<file path="config.mk">
export PLATFORM = sky130hd
export DESIGN_NAME = jk_mod_counter_flat
export DESIGN_NICKNAME = d
export VERILOG_FILES = /design/src/rtl/jk_pkg.sv /design/src/rtl/jk_mod_counter_if.sv /design/src/rtl/jk_cell.sv /design/src/rtl/jk_mod_counter.sv /design/src/flat_wrapper.sv
export SDC_FILE = /design/constraint.sdc
export NUM_CORES = 1
export LEC_CHECK = 0
export CAP_MARGIN = 20
export CORE_AREA = 2 2 39 41
export CTS_CLUSTER_DIAMETER = 30
export DETAILED_ROUTE_END_ITERATION = 8
export DIE_AREA = 0 0 41 43
export PLACE_DENSITY = 0.77
export REMOVE_ABC_BUFFERS = 1
export SKIP_CTS_REPAIR_TIMING = 1
export SKIP_LAST_GASP = 1
export SLEW_MARGIN = 20
export SYNTH_ARGS = -nofsm -noshare
export SYNTH_HDL_FRONTEND = slang
export SYNTH_HIERARCHICAL = 1
export SYNTH_SLANG_ARGS = --single-unit
</file>
<file path="constraint.sdc">
create_clock -name clk -period 2.69 [get_ports clk]
set_input_delay 0.269 -clock clk [delete_from_list [all_inputs] [get_ports clk]]
set_output_delay 0.269 -clock clk [all_outputs]
set_load 0.01 [all_outputs]
</file>
<file path="src/rtl/jk_pkg.sv">
// Shared JK command encoding and the excitation function used to drive JK cells.
package jk_pkg;

   typedef logic [1:0] jk_cmd_t;

   // Command bits are {J, K}
   localparam jk_cmd_t JK_HOLD = 2'b00;
   localparam jk_cmd_t JK_RST  = 2'b01;
   localparam jk_cmd_t JK_SET  = 2'b10;
   localparam jk_cmd_t JK_TGL  = 2'b11;

   function automatic jk_cmd_t jk_excite(input logic cur, input logic nxt);
      jk_cmd_t cmd;
      cmd = JK_HOLD;
      if (!cur && nxt)
         cmd = JK_SET;
      else if (cur && !nxt)
         cmd = JK_RST;
      return cmd;
   endfunction

endpackage

</file>
<file path="src/rtl/jk_mod_counter_if.sv">
// Control and status bundle for jk_mod_counter; master drives controls, slave is the counter.
interface jk_mod_counter_if #(
   parameter int unsigned WIDTH = 4
);
   logic             en;
   logic             up;
   logic             load;
   logic [WIDTH-1:0] din;
   logic [WIDTH-1:0] q;
   logic             tc;
   logic             wrap;

   modport master (
      output en, up, load, din,
      input  q, tc, wrap
   );

   modport slave (
      input  en, up, load, din,
      output q, tc, wrap
   );
endinterface

</file>
<file path="src/rtl/jk_cell.sv">
// Single JK flip-flop, asynchronous active-low reset to 0.
import jk_pkg::*;

module jk_cell (
   input  logic clk,
   input  logic reset,
   input  logic j,
   input  logic k,
   output logic q
);

   always_ff @(posedge clk or negedge reset) begin
      if (!reset) begin
         q <= 1'b0;
      end else begin
         case ({j, k})
            JK_SET:  q <= 1'b1;
            JK_RST:  q <= 1'b0;
            JK_TGL:  q <= ~q;
            default: q <= q;
         endcase
      end
   end

endmodule

</file>
<file path="src/rtl/jk_mod_counter.sv">
// Up/down modulo-MODULUS counter built from WIDTH JK cells.
// Define JKCNT_SATURATE_EN to saturate at the ends instead of wrapping.
import jk_pkg::*;

module jk_mod_counter #(
   parameter int unsigned WIDTH   = 4,
   parameter int unsigned MODULUS = 10
) (
   input logic             clk,
   input logic             reset,
   jk_mod_counter_if.slave bus
);

   localparam logic [WIDTH-1:0] MAX_VAL = WIDTH'(MODULUS - 1);

   logic [WIDTH-1:0]          q;
   logic [WIDTH-1:0]          n;
   logic                      wrap_n;
   logic                      wrap;
   logic [WIDTH-1:0][1:0]     jk_cmd;

   always_comb begin
      n      = q;
      wrap_n = 1'b0;
      if (bus.load) begin
         n = (32'(bus.din) >= MODULUS) ? MAX_VAL : bus.din;
      end else if (32'(q) >= MODULUS) begin
         // Illegal state recovery, applies even when holding
         n = '0;
      end else if (bus.en) begin
         if (bus.up) begin
            if (q == MAX_VAL) begin
`ifdef JKCNT_SATURATE_EN
               n = q;
`else
               n      = '0;
               wrap_n = 1'b1;
`endif
            end else begin
               n = q + 1'b1;
            end
         end else begin
            if (q == '0) begin
`ifdef JKCNT_SATURATE_EN
               n = q;
`else
               n      = MAX_VAL;
               wrap_n = 1'b1;
`endif
            end else begin
               n = q - 1'b1;
            end
         end
      end
   end

   for (genvar i = 0; i < int'(WIDTH); i++) begin : g_cell
      assign jk_cmd[i] = jk_excite(q[i], n[i]);
      jk_cell u_cell (
         .clk   (clk),
         .reset (reset),
         .j     (jk_cmd[i][1]),
         .k     (jk_cmd[i][0]),
         .q     (q[i])
      );
   end

   always_ff @(posedge clk or negedge reset) begin
      if (!reset)
         wrap <= 1'b0;
      else
         wrap <= wrap_n;
   end

   assign bus.q    = q;
   assign bus.wrap = wrap;
   assign bus.tc   = bus.en & (bus.up ? (q == MAX_VAL) : (q == '0));

endmodule

</file>
<file path="src/flat_wrapper.sv">
// flat-port wrapper written by rule: the top's interface ports become plain ports
module jk_mod_counter_flat 
#(
   parameter int unsigned WIDTH   = 4,
   parameter int unsigned MODULUS = 10
)
  (clk, reset, bus_en, bus_up, bus_load, bus_din, bus_q, bus_tc, bus_wrap);
  jk_mod_counter_if #(.WIDTH(WIDTH)) bus_i ();
  input logic clk;
  input logic reset;
  input wire logic [$bits(bus_i.en)-1:0] bus_en;
  input wire logic [$bits(bus_i.up)-1:0] bus_up;
  input wire logic [$bits(bus_i.load)-1:0] bus_load;
  input wire logic [$bits(bus_i.din)-1:0] bus_din;
  output wire logic [$bits(bus_i.q)-1:0] bus_q;
  output wire logic [$bits(bus_i.tc)-1:0] bus_tc;
  output wire logic [$bits(bus_i.wrap)-1:0] bus_wrap;
  assign bus_i.en = bus_en;
  assign bus_i.up = bus_up;
  assign bus_i.load = bus_load;
  assign bus_i.din = bus_din;
  assign bus_q = bus_i.q;
  assign bus_tc = bus_i.tc;
  assign bus_wrap = bus_i.wrap;
  jk_mod_counter #(.WIDTH(WIDTH), .MODULUS(MODULUS)) u_core (.clk(clk), .reset(reset), .bus(bus_i));
endmodule
</file>
==> impl_results.md <==
* Fmax at approximately 0.42 GHz
* Mux share of post-synthesis cell area at 0%
* RD Place Congestion at ~0.8
* Layout cells sized above 1 at between 10% and 20%
* Power per cell area at between 900 and 1000 nW/um^2
* Slew @ Worst Pin at roughly 0.54 ns
* Root Buffer: clkbuf_4
* Maxcap violations at 0
* Synth Register Bits at 5
* Setup crit start: u_core/g_cell[1].u_cell/q$_DFFE_PN0P_
* Setup crit end kind: primary output
* Drt drc at 0
* Worst skew pair latency at 0.25 ns
* Cells after synthesis at between 70 and 80
* VDD IR max at about 0.00049 V
* Worst Skew at around 0.0034 ns
* Initial antenna violation count at 0
* CTS H-Tree Depth at 1
* Antenna cell count at 0
* Highest-count cells in the layout ignoring fill and taps: clkdlybuf4s50_1, nand2_1, a21oi_1
* Crit Path Class: flop to primary output
* Synth Cell Area at 566 um^2
* Drt initial violations at 30
* Area Overhead vs Synth at 28.5%
* Largest family of logic cells by synthesized area: compound AO/OA/AOI/OAI gates
* Core ar. at 1380 um^2
* Yosys synthesis warning count at 6
* Worst R2R Start: u_core/g_cell[0].u_cell/q$_DFFE_PN0P_
* Outcome: completed
* Area share of fa/ha/maj cells after synthesis at between 8 and 9%
* Distinct cells, synth at 33
* Cell taking the most area after synthesis: dfrtp_1
* Detailed Place HPWL at 1050 um
* Area post-placement at 701 um^2
* Critical path's slowest cell: clkdlybuf4s50_1
* Clk buf depth at 2
* Total track usage at between 15 and 20%
* First-pass GRT wire length at ~2300 um
* R2r endpoint: u_core/g_cell[0].u_cell/q$_DFFE_PN0P_
* Max-slew headroom at 64.3%
* Register area share after synthesis at 22.1%
* Critical Path RT at 2.42 ns
* Die width at approximately 41 um
* Reg2reg path depth at 8
* Grt total ovfl at 0
* Largest net degree at the start of global routing at 18
* Ys flop type: dfrtp_1
* Initial Util at about two fifths
* Critical path's largest stage delay at 0.53 ns
* Fin. max-slew vios at 0
* Total CTS buffers at 3
* # rows at 14
* Via count at 603
* Post-synthesis simple-gate area fraction at between 20% and 30%
* Final Cycle Share at 87.8%
* Synth Area in Compound Gates at 34.5%
* Crit path arrival time at 2.09 ns
* Most common cell after layout, fill and taps aside: clkdlybuf4s50_1
* Vias in the first global route at roughly 510
* Fin Setup TNS at 0 ns
* R2R setup slack at roughly 0.64 ns
* Area share of the largest cell type after synthesis at between 20% and 30%
* Vert. Die Dim at between 40 and 50 um
* Vias/cell at around 5.7
* IO Pins at 15
* Critical path peak fanout at 11
* Final Hold Vio Count at 0
* Number of nets in the layout at 103
* Post-route cell area at between 700 and 800 um^2
* RSZ-0062 raised after global routing: false
* Detailed Route WL at approximately 1500 um
* Static leakage at between 0.3 and 0.4 nW
* Antenna Nets Post-Route at 0
* Syn avg cell area at around 7.5 um^2
* Final setup vio count at 0
* Post-synth EDFFs at 0
* Number of fillers in the final layout at approximately 140
* Synth Area in XOR/XNOR at 0%
* I/O Buffers at 14
* Die Footprint at 1760 um^2
* Clock sinks at 5
* Post-route minimum period at ~2.4 ns
* Clock slew at reported path FFs at around 0.04 ns
* TritonRoute pass-1 iters at 4
* Crit path cell chain: inv_1, ha_1, nand3_1, o21ai_0, and3_1, clkdlybuf4s50_1
* Top cells by area, synth: dfrtp_1, ha_1, a21oi_1
* Asr flop ratio synth at between 90% and 100%
* DR WL/cell at approximately 14 um
* Type of the most critical hold path: input pin to async pin
* Nature of the critical path startpoint: flop
* CTS tree: built
-- report_power, final --
group,switching (mW),internal [mW]
Clock,0.0318,0.0561
Combinational,0.209,0.212
Sequential,0.109,0.107
-- synthesized netlist by cell type, types with 2 or more instances --
master     n
a21oi_1    9
nand2_1    9
nor2_1     8
dfrtp_1    5
inv_1      5
ha_1       4
o21ai_0    4
nand3_1    3
nor2b_1    2
o2111ai_1  2
or3b_2     2
-- per-layer routing --
metal	up-vias	GRT usage (%)	routed length, um
met5	-	0	0
met1	275	27.7	656
met2	32	27.2	686
met4	0	6.00	14
li1	294	-	-
met3	2	7.85	108
-- worst max path at each step --
stage / slack, ns / cells after the start / end
final: 0.33 / 6 / bus_tc
after detailed placement: 0.52 / 5 / bus_tc
after floorplan: 0.80 / 8 / u_core/g_cell[1].u_cell/q$_DFFE_PN0P_
after global routing: 0.20 / 6 / bus_tc
after global placement: 0.58 / 5 / bus_tc
after CTS: 0.31 / 6 / bus_tc
-- cells by family after synthesis --
kind of cell,count (synthesis)
simple gates,30
compound gates,27
buf+inv,9
flops,5
fa+ha+maj,4
-- sequential cells by signal, indices dropped and copies added, names as in the netlist --
register and cells:
u_core/bus.wrap 1, u_core/g_cell.u_cell/q 4
-- critical path, delay by kind of cell, from the launching register on --
family | cells | cell delay [ns]
DFF | 1 | 0.48
AOI/OAI and AO/OA | 1 | 0.12
and+or+nand+nor | 2 | 0.33
buffers and inverters | 2 | 0.68
adders and majority gates | 1 | 0.24
-- final cells by class --
cell class / count / area [um^2] / share of cell area [%]
clock buffers: 4 / 26.3 / 3.61
flip-flops and latches: 5 / 125 / 17.2
inverters: 5 / 18.8 / 2.58
well taps: 16 / 20.0 / 2.75
multi-input cells: 61 / 397 / 54.6
repair buffers: 14 / 140 / 19.3
-- stage by stage --
stage / total power, mW / setup WS (ns) / instances / utilization, % / hold WS, ns
after floorplan: 0.466 / 0.799 / 71 / - / -0.0266
after global placement: 0.610 / 0.576 / 101 / 50.6 / 0.516
after detailed placement: 0.627 / 0.522 / 101 / 50.6 / 0.527
after CTS: 0.720 / 0.312 / 105 / 52.5 / 0.270
after global routing: 0.793 / 0.195 / 105 / 52.5 / 0.274
final: 0.725 / 0.329 / 105 / 52.5 / 0.261
Note: power is estimated with default switching activity, not from simulation.
